<file path="src/rtl/hub75_scan_driver.sv">
// -----------------------------------------------------------------------------
// hub75_scan_driver
//
// Purpose:
//   Row-sequenced HUB75 LED-panel scan driver. For every scan row it shifts
//   COLS pixels into both panel halves, blanks the panel, latches the shifted
//   row, and then lets the panel display it while the next row is shifted.
//   The pixel data comes from a small built-in test-pattern generator. The
//   generator is isolated in one function, so a framebuffer read path can
//   replace it later without touching the timing FSM.
//
// Parameters:
//   COLS          pixels shifted per row per half (>= 2)
//   ROW_ADDR_W    row address width; scan rows = 2**ROW_ADDR_W
//   CLK_DIV       clk cycles per o_clk_out half-period (>= 1)
//   BLANK_CYCLES  cycles o_oe is held high before the latch pulse (>= 1)
//   ON_CYCLES     minimum cycles o_oe is low after the latch pulse (>= 1)
//   BAR_SHIFT     column bit index used by the bar pattern
//
// Ports:
//   i_clk         system clock
//   i_rst_n       synchronous active-low reset
//   i_en          run scanning
//   i_mode        pattern select (0 solid, 1 bars, 2 checker, 3 split)
//   i_color       {r,g,b} base colour
//   o_r0/o_g0/o_b0 upper-half pixel data
//   o_r1/o_g1/o_b1 lower-half pixel data
//   o_addr        row address presented to the panel
//   o_clk_out     panel shift clock
//   o_latch       panel latch, active high
//   o_oe          panel output enable, active low
//   o_frame_done  one-cycle pulse in the last display cycle of the last row
//
// Every output is a flop. Each output value is computed from the state the
// FSM held in the previous cycle, so the outputs trail the state register by
// exactly one clock.
// -----------------------------------------------------------------------------
module hub75_scan_driver #(
    parameter int COLS         = 64,
    parameter int ROW_ADDR_W   = 5,
    parameter int CLK_DIV      = 2,
    parameter int BLANK_CYCLES = 2,
    parameter int ON_CYCLES    = 16,
    parameter int BAR_SHIFT    = 3
) (
    input  logic                  i_clk,
    input  logic                  i_rst_n,
    input  logic                  i_en,
    input  logic [1:0]            i_mode,
    input  logic [2:0]            i_color,
    output logic                  o_r0,
    output logic                  o_g0,
    output logic                  o_b0,
    output logic                  o_r1,
    output logic                  o_g1,
    output logic                  o_b1,
    output logic [ROW_ADDR_W-1:0] o_addr,
    output logic                  o_clk_out,
    output logic                  o_latch,
    output logic                  o_oe,
    output logic                  o_frame_done
);

    // ------------------------------------------------------------------
    // Counter widths and terminal counts
    // ------------------------------------------------------------------
    localparam int COL_W   = $clog2(COLS);
    localparam int PH_W    = $clog2(2 * CLK_DIV);
    localparam int CNT_MAX = (BLANK_CYCLES > ON_CYCLES) ? BLANK_CYCLES : ON_CYCLES;
    localparam int CNT_W   = $clog2(CNT_MAX + 1);

    localparam logic [COL_W-1:0]      COL_LAST   = COL_W'(COLS - 1);
    localparam logic [COL_W-1:0]      COL_ONE    = COL_W'(1);
    localparam logic [COL_W-1:0]      COL_ZERO   = COL_W'(0);
    localparam logic [PH_W-1:0]       PH_LAST    = PH_W'(2 * CLK_DIV - 1);
    localparam logic [PH_W-1:0]       PH_RISE    = PH_W'(CLK_DIV);
    localparam logic [PH_W-1:0]       PH_ONE     = PH_W'(1);
    localparam logic [PH_W-1:0]       PH_ZERO    = PH_W'(0);
    localparam logic [CNT_W-1:0]      BLANK_LAST = CNT_W'(BLANK_CYCLES - 1);
    localparam logic [CNT_W-1:0]      ON_LAST    = CNT_W'(ON_CYCLES - 1);
    localparam logic [CNT_W-1:0]      CNT_ONE    = CNT_W'(1);
    localparam logic [CNT_W-1:0]      CNT_ZERO   = CNT_W'(0);
    localparam logic [ROW_ADDR_W-1:0] ROW_LAST   = {ROW_ADDR_W{1'b1}};
    localparam logic [ROW_ADDR_W-1:0] ROW_ONE    = ROW_ADDR_W'(1);
    localparam logic [ROW_ADDR_W-1:0] ROW_ZERO   = ROW_ADDR_W'(0);

    typedef enum logic [2:0] {
        ST_IDLE    = 3'd0,
        ST_SHIFT   = 3'd1,
        ST_BLANK   = 3'd2,
        ST_LATCH   = 3'd3,
        ST_DISPLAY = 3'd4
    } state_t;

    state_t                  r_state;
    logic [COL_W-1:0]        r_col;
    logic [PH_W-1:0]         r_phase;
    logic [CNT_W-1:0]        r_cnt;       // shared by BLANK and DISPLAY
    logic [ROW_ADDR_W-1:0]   r_row;       // row currently being shifted
    logic                    r_valid;     // a latched row is on the panel
    logic [1:0]              r_mode;      // pattern select held for the row
    logic [2:0]              r_color;     // base colour held for the row
    logic [5:0]              w_pix;       // {r0,g0,b0,r1,g1,b1}

    // ------------------------------------------------------------------
    // Test-pattern generator: returns {upper, lower} for one column.
    // Bars take col[BAR_SHIFT+2:BAR_SHIFT]. When col is narrower than that
    // field, the zero-extension before the shift supplies the missing high
    // bits as 0.
    // ------------------------------------------------------------------
    function automatic logic [5:0] pix_pattern(
        input logic [1:0]       mode,
        input logic [2:0]       c,
        input logic [COL_W-1:0] col,
        input logic             row0
    );
        logic [2:0] bar;
        logic       hit;
        bar = 3'(32'(col) >> BAR_SHIFT);
        hit = col[0] ^ row0;
        case (mode)
            2'd0:    pix_pattern = {c, c};
            2'd1:    pix_pattern = {bar, bar};
            2'd2:    pix_pattern = hit ? {c, 3'b000} : {3'b000, c};
            2'd3:    pix_pattern = {c, ~c};
            default: pix_pattern = {c, c};
        endcase
    endfunction

    // Pixel value for the column being shifted.
    always_comb begin
        w_pix = pix_pattern(r_mode, r_color, r_col, r_row[0]);
    end

    // Scan FSM: counters, per-row sampled controls and all registered outputs.
    always_ff @(posedge i_clk) begin
        if (!i_rst_n) begin
            r_state      <= ST_IDLE;
            r_col        <= COL_ZERO;
            r_phase      <= PH_ZERO;
            r_cnt        <= CNT_ZERO;
            r_row        <= ROW_ZERO;
            r_valid      <= 1'b0;
            r_mode       <= 2'd0;
            r_color      <= 3'd0;
            {o_r0, o_g0, o_b0, o_r1, o_g1, o_b1} <= 6'd0;
            o_addr       <= ROW_ZERO;
            o_clk_out    <= 1'b0;
            o_latch      <= 1'b0;
            o_oe         <= 1'b1;
            o_frame_done <= 1'b0;
        end else begin
            o_latch      <= 1'b0;
            o_frame_done <= 1'b0;
            case (r_state)
                ST_IDLE: begin
                    o_oe      <= 1'b1;
                    o_clk_out <= 1'b0;
                    if (i_en) begin
                        r_state <= ST_SHIFT;
                        r_col   <= COL_ZERO;
                        r_phase <= PH_ZERO;
                        r_valid <= 1'b0;
                        r_mode  <= i_mode;
                        r_color <= i_color;
                    end else begin
                        r_state <= ST_IDLE;
                    end
                end

                ST_SHIFT: begin
                    // The previous row stays lit while this one shifts in.
                    o_oe      <= ~r_valid;
                    // The rising edge falls mid-column, so data has been
                    // stable for CLK_DIV cycles when the panel samples it.
                    o_clk_out <= (r_phase >= PH_RISE);
                    {o_r0, o_g0, o_b0, o_r1, o_g1, o_b1} <= w_pix;
                    if (r_phase == PH_LAST) begin
                        r_phase <= PH_ZERO;
                        if (r_col == COL_LAST) begin
                            r_col   <= COL_ZERO;
                            r_cnt   <= CNT_ZERO;
                            r_state <= ST_BLANK;
                        end else begin
                            r_col <= r_col + COL_ONE;
                        end
                    end else begin
                        r_phase <= r_phase + PH_ONE;
                    end
                end

                ST_BLANK: begin
                    o_oe      <= 1'b1;
                    o_clk_out <= 1'b0;
                    // The panel is dark here, so the address can change safely.
                    o_addr    <= r_row;
                    if (r_cnt == BLANK_LAST) begin
                        r_cnt   <= CNT_ZERO;
                        r_state <= ST_LATCH;
                    end else begin
                        r_cnt <= r_cnt + CNT_ONE;
                    end
                end

                ST_LATCH: begin
                    o_oe      <= 1'b1;
                    o_clk_out <= 1'b0;
                    o_latch   <= 1'b1;
                    r_valid   <= 1'b1;
                    r_cnt     <= CNT_ZERO;
                    r_state   <= ST_DISPLAY;
                end

                ST_DISPLAY: begin
                    o_oe      <= 1'b0;
                    o_clk_out <= 1'b0;
                    if (r_cnt == ON_LAST) begin
                        r_cnt        <= CNT_ZERO;
                        r_row        <= r_row + ROW_ONE;
                        o_frame_done <= (r_row == ROW_LAST);
                        // i_en is only looked at here, so a row that is in
                        // progress always completes.
                        if (i_en) begin
                            r_state <= ST_SHIFT;
                            r_col   <= COL_ZERO;
                            r_phase <= PH_ZERO;
                            r_mode  <= i_mode;
                            r_color <= i_color;
                        end else begin
                            r_state <= ST_IDLE;
                            r_valid <= 1'b0;
                        end
                    end else begin
                        r_cnt <= r_cnt + CNT_ONE;
                    end
                end

                default: begin
                    r_state   <= ST_IDLE;
                    o_oe      <= 1'b1;
                    o_clk_out <= 1'b0;
                end
            endcase
        end
    end

endmodule

</file>
<file path="config.mk">
export PLATFORM = sky130hd
export DESIGN_NAME = hub75_scan_driver
export DESIGN_NICKNAME = d
export VERILOG_FILES = /design/src/rtl/hub75_scan_driver.sv
export SDC_FILE = /design/constraint.sdc
export NUM_CORES = 1
export LEC_CHECK = 0
export BUFFER_PORTS_ARGS = -buffer_cell sky130_fd_sc_hd__buf_4
export CAP_MARGIN = 10
export CORE_MARGIN = 2
export CORE_UTILIZATION = 47
export CTS_CLUSTER_DIAMETER = 100
export CTS_CLUSTER_SIZE = 40
export DETAILED_ROUTE_END_ITERATION = 6
export PLACE_DENSITY_LB_ADDON = 0.3
export SYNTH_ARGS = -nofsm -noshare
export SYNTH_HDL_FRONTEND = slang
export SYNTH_SLANG_ARGS = --single-unit
export TNS_END_PERCENT = 1
</file>
<file path="constraint.sdc">
create_clock -name i_clk -period 4.9 [get_ports i_clk]
set_clock_uncertainty 0.05 [all_clocks]
set_input_delay 0.735 -clock i_clk [delete_from_list [all_inputs] [get_ports i_clk]]
set_output_delay 0.735 -clock i_clk [all_outputs]
set_load 0.02 [all_outputs]
</file>
==> run summary <==
Status = complete, no violations
CORE AREA = 4290 µm²
Util after Layout = 54.6%
Mean post-synth cell area = 8.88 µm²
Arr. time, crit path = 2.39 ns
RSZ-0062 raised after global routing = no
Main combinational cell family by area after synthesis = simple AND/OR/NAND/NOR gates
Die Wd = 70.5 µm
Setup Fix Bufs, Post-CTS = 0
Worst hold path type = flop to flop
Power Density = 277 nW/µm²
IO Port Bufs = 22
VDD IR max = 0.122 mV
CP endpoint kind = flop
Ys Warns = 0
Largest net degree at the start of global routing = 27
Maxcap violations = 0
Slowest CP cell = clkinv_1
DRT Pass-1 Iters = 4
Max-slew violations = 0
Vias in the first global route = 1637
Top delay family on crit path = buffers and inverters
Post-synthesis compound-gate area fraction = 19.0%
Post_cts resized = 0
DRC viols = 0
Seq cells post-synth = 42
Count of cell types in the netlist = 53
CTS tree = yes
CTS Buf Count = 5
Cell Area, Synth = 2080 µm²
H-tree levels = 2
Die Ht = 70.5 µm
Worst-Margin Slew = 0.709 ns
Clock sink count = 42
Setup_tns = 0 ns
Cell count after synthesis = 234
Initial Util = 48.4%
Root Driver = clkbuf_8
Final instance area = 2340 µm²
Ant. Diodes = 0
Grt ovf = 0
Critical path required time = 5.10 ns
WP buf/inv = 2
EDFF count, synth = 0
Via-to-Cell Ratio = 5.89
Hold Fails Final Rpt = 0
Period utilization = 44.8%
Crit path time final = 2.19 ns
Top post-synthesis cells by area = dfxtp_1, mux2i_1, nor2_1, ha_1, o21ai_0
Synth-to-layout area growth = 12.8%
Synth Area in Simple Gates = 23.2%
Worst slack, placed = 2.35 ns
First-pass GRT wire length = 7.41 mm
Area leader, netlist = dfxtp_1
Reg clk slew, reported paths = 0.08 ns
GRT Util Overall = 18.6%
CP max FO = 26
Leakage power = 0.000923 µW
Post-Synth XOR/XNOR Area = 1.69%
Worst setup margin = 2.71 ns
Ys async rst share = 0%
Post-synth top flop = dfxtp_1
Mux cell area share after synthesis = 6.74%
Sequential share of the synthesized area = 40.5%
# nets final = 266
Adder-cell share of the synthesized area = 4.82%
Core Rows = 24
Synth top area share = 40.5%
Critical path startpoint category = input pin
Clk_lat worst skew = 0.29 ns
Crit path kind = input pin to flop
Iteration-0 DRC Markers = 207
Clock buffer depth = 2
FMAX = 456 MHz
Placement Cell Area = 2250 µm²
Via count = 1785
CTS Hold Buffers Added = 0
Post-layout power = 649 µW
WL/cell = 14.4 µm
Placer Congestion = 0.857
Antenna violations before repair = 0
# setup viols final = 0
Slew headroom = 52.4%
Most frequent cell after synthesis = dfxtp_1
Post-route antenna net violation count = 0
Boundary pin count = 23
Mapped Nets = 250
Final WL = 4.36 mm
Detailed-placement wirelength estimate = 2.99 mm
CP peak stage delay = 0.59 ns
Crit-path cells = buf_4 > clkinv_1 > nor2_1 > nor4bb_1 > a211o_1
Die area = 4970 µm²
List of most frequent post-synthesis cells = dfxtp_1, nor2_1, nand2_1, mux2i_1, o21ai_0
Fillers = 405
Layout cells sized above 1 = 15.1%
==> final cells by class <==
type,count,area [µm²],share of cell area (%)
Multi-Input combinational cell,171,1150,49.1
Inverter,8,30.0,1.28
Clock inverter,1,5.00,0.214
Sequential cell,42,841,35.9
Timing Repair Buffer,22,165,7.05
Tap cell,52,65.1,2.78
Clock buffer,7,86.3,3.68
==> per-stage QoR <==
stage          hold WS [ns]  instances
2_1_floorplan         0.399        234
3_3_place_gp          0.412        295
3_5_place_dp          0.415        295
4_1_cts               0.427        303
5_1_grt               0.457        303
6_report              0.423        303
==> path summary, 6_finish.rpt <==
| check | start | to | slack (ns) | cells after the start |
|---|---|---|---|---|
| worst max-delay path | i_rst_n | r_cnt[2] | 2.71 | 5 |
| worst min-delay path | o_g0 | o_g0 | 0.42 | 2 |
| worst min register to register | o_g0 | o_g0 | 0.42 | 2 |
| worst max register to register | r_state[1] | o_addr[0] | 2.80 | 4 |
==> cell families (layout without fill, tap and decap cells) <==
family / count (synthesis) / count (layout)
compound gates: 55 / 55
xor+xnor: 4 / 4
fa+ha+maj: 8 / 8
buf+inv: 21 / 38
flops: 42 / 42
mux: 14 / 14
simple gates: 90 / 90
==> flip-flops by register name, indices dropped and copies added, names as in the netlist, 2 cells and up <==
signal and flops:
o_addr 5, r_cnt 5, r_col 6, r_color 3, r_mode 2, r_phase 2, r_row 5, r_state 3
==> cells in the final DEF (no fill, tap or decap), types with 4 or more instances in the layout <==
| cell type | synthesis | final |
|---|---|---|
| nor2_1 | 32 | 32 |
| clkbuf_8 | 0 | 6 |
| mux2i_1 | 14 | 14 |
| buf_4 | 1 | 22 |
| nand3_1 | 10 | 10 |
| nand2_1 | 16 | 16 |
| o21ai_0 | 14 | 14 |
| dfxtp_1 | 42 | 42 |
| inv_1 | 7 | 7 |
| ha_1 | 8 | 8 |
| o22ai_1 | 4 | 4 |
| a21oi_1 | 13 | 13 |
| a221oi_1 | 4 | 4 |
==> power breakdown <==
part           switching [µW]  leakage (µW)  internal (µW)  total (µW)
logic                    33.9      0.000535           24.6        58.4
registers                10.3      0.000340            349         359
clock network             118     0.0000482            114         232
==> metal layers <==
layer | wire length, µm | GRT usage, % | share of wire (%) | vias to the layer above
met3 | 191 | 3.90 | 4.4 | 8
met4 | 69 | 7.26 | 1.6 | 0
li1 | - | - | - | 892
met1 | 2110 | 25.3 | 48 | 847
met2 | 1990 | 28.8 | 46 | 38
met5 | 0 | 0 | 0 | -
==> worst reg2reg max path: stages (launching register included) <==
cell	delay (ns)
dfxtp_1	0.71
nor2b_1	0.51
and2_1	0.41
mux2i_1	0.25
nor2_1	0.05
Note: power is estimated with default switching activity, not from simulation.
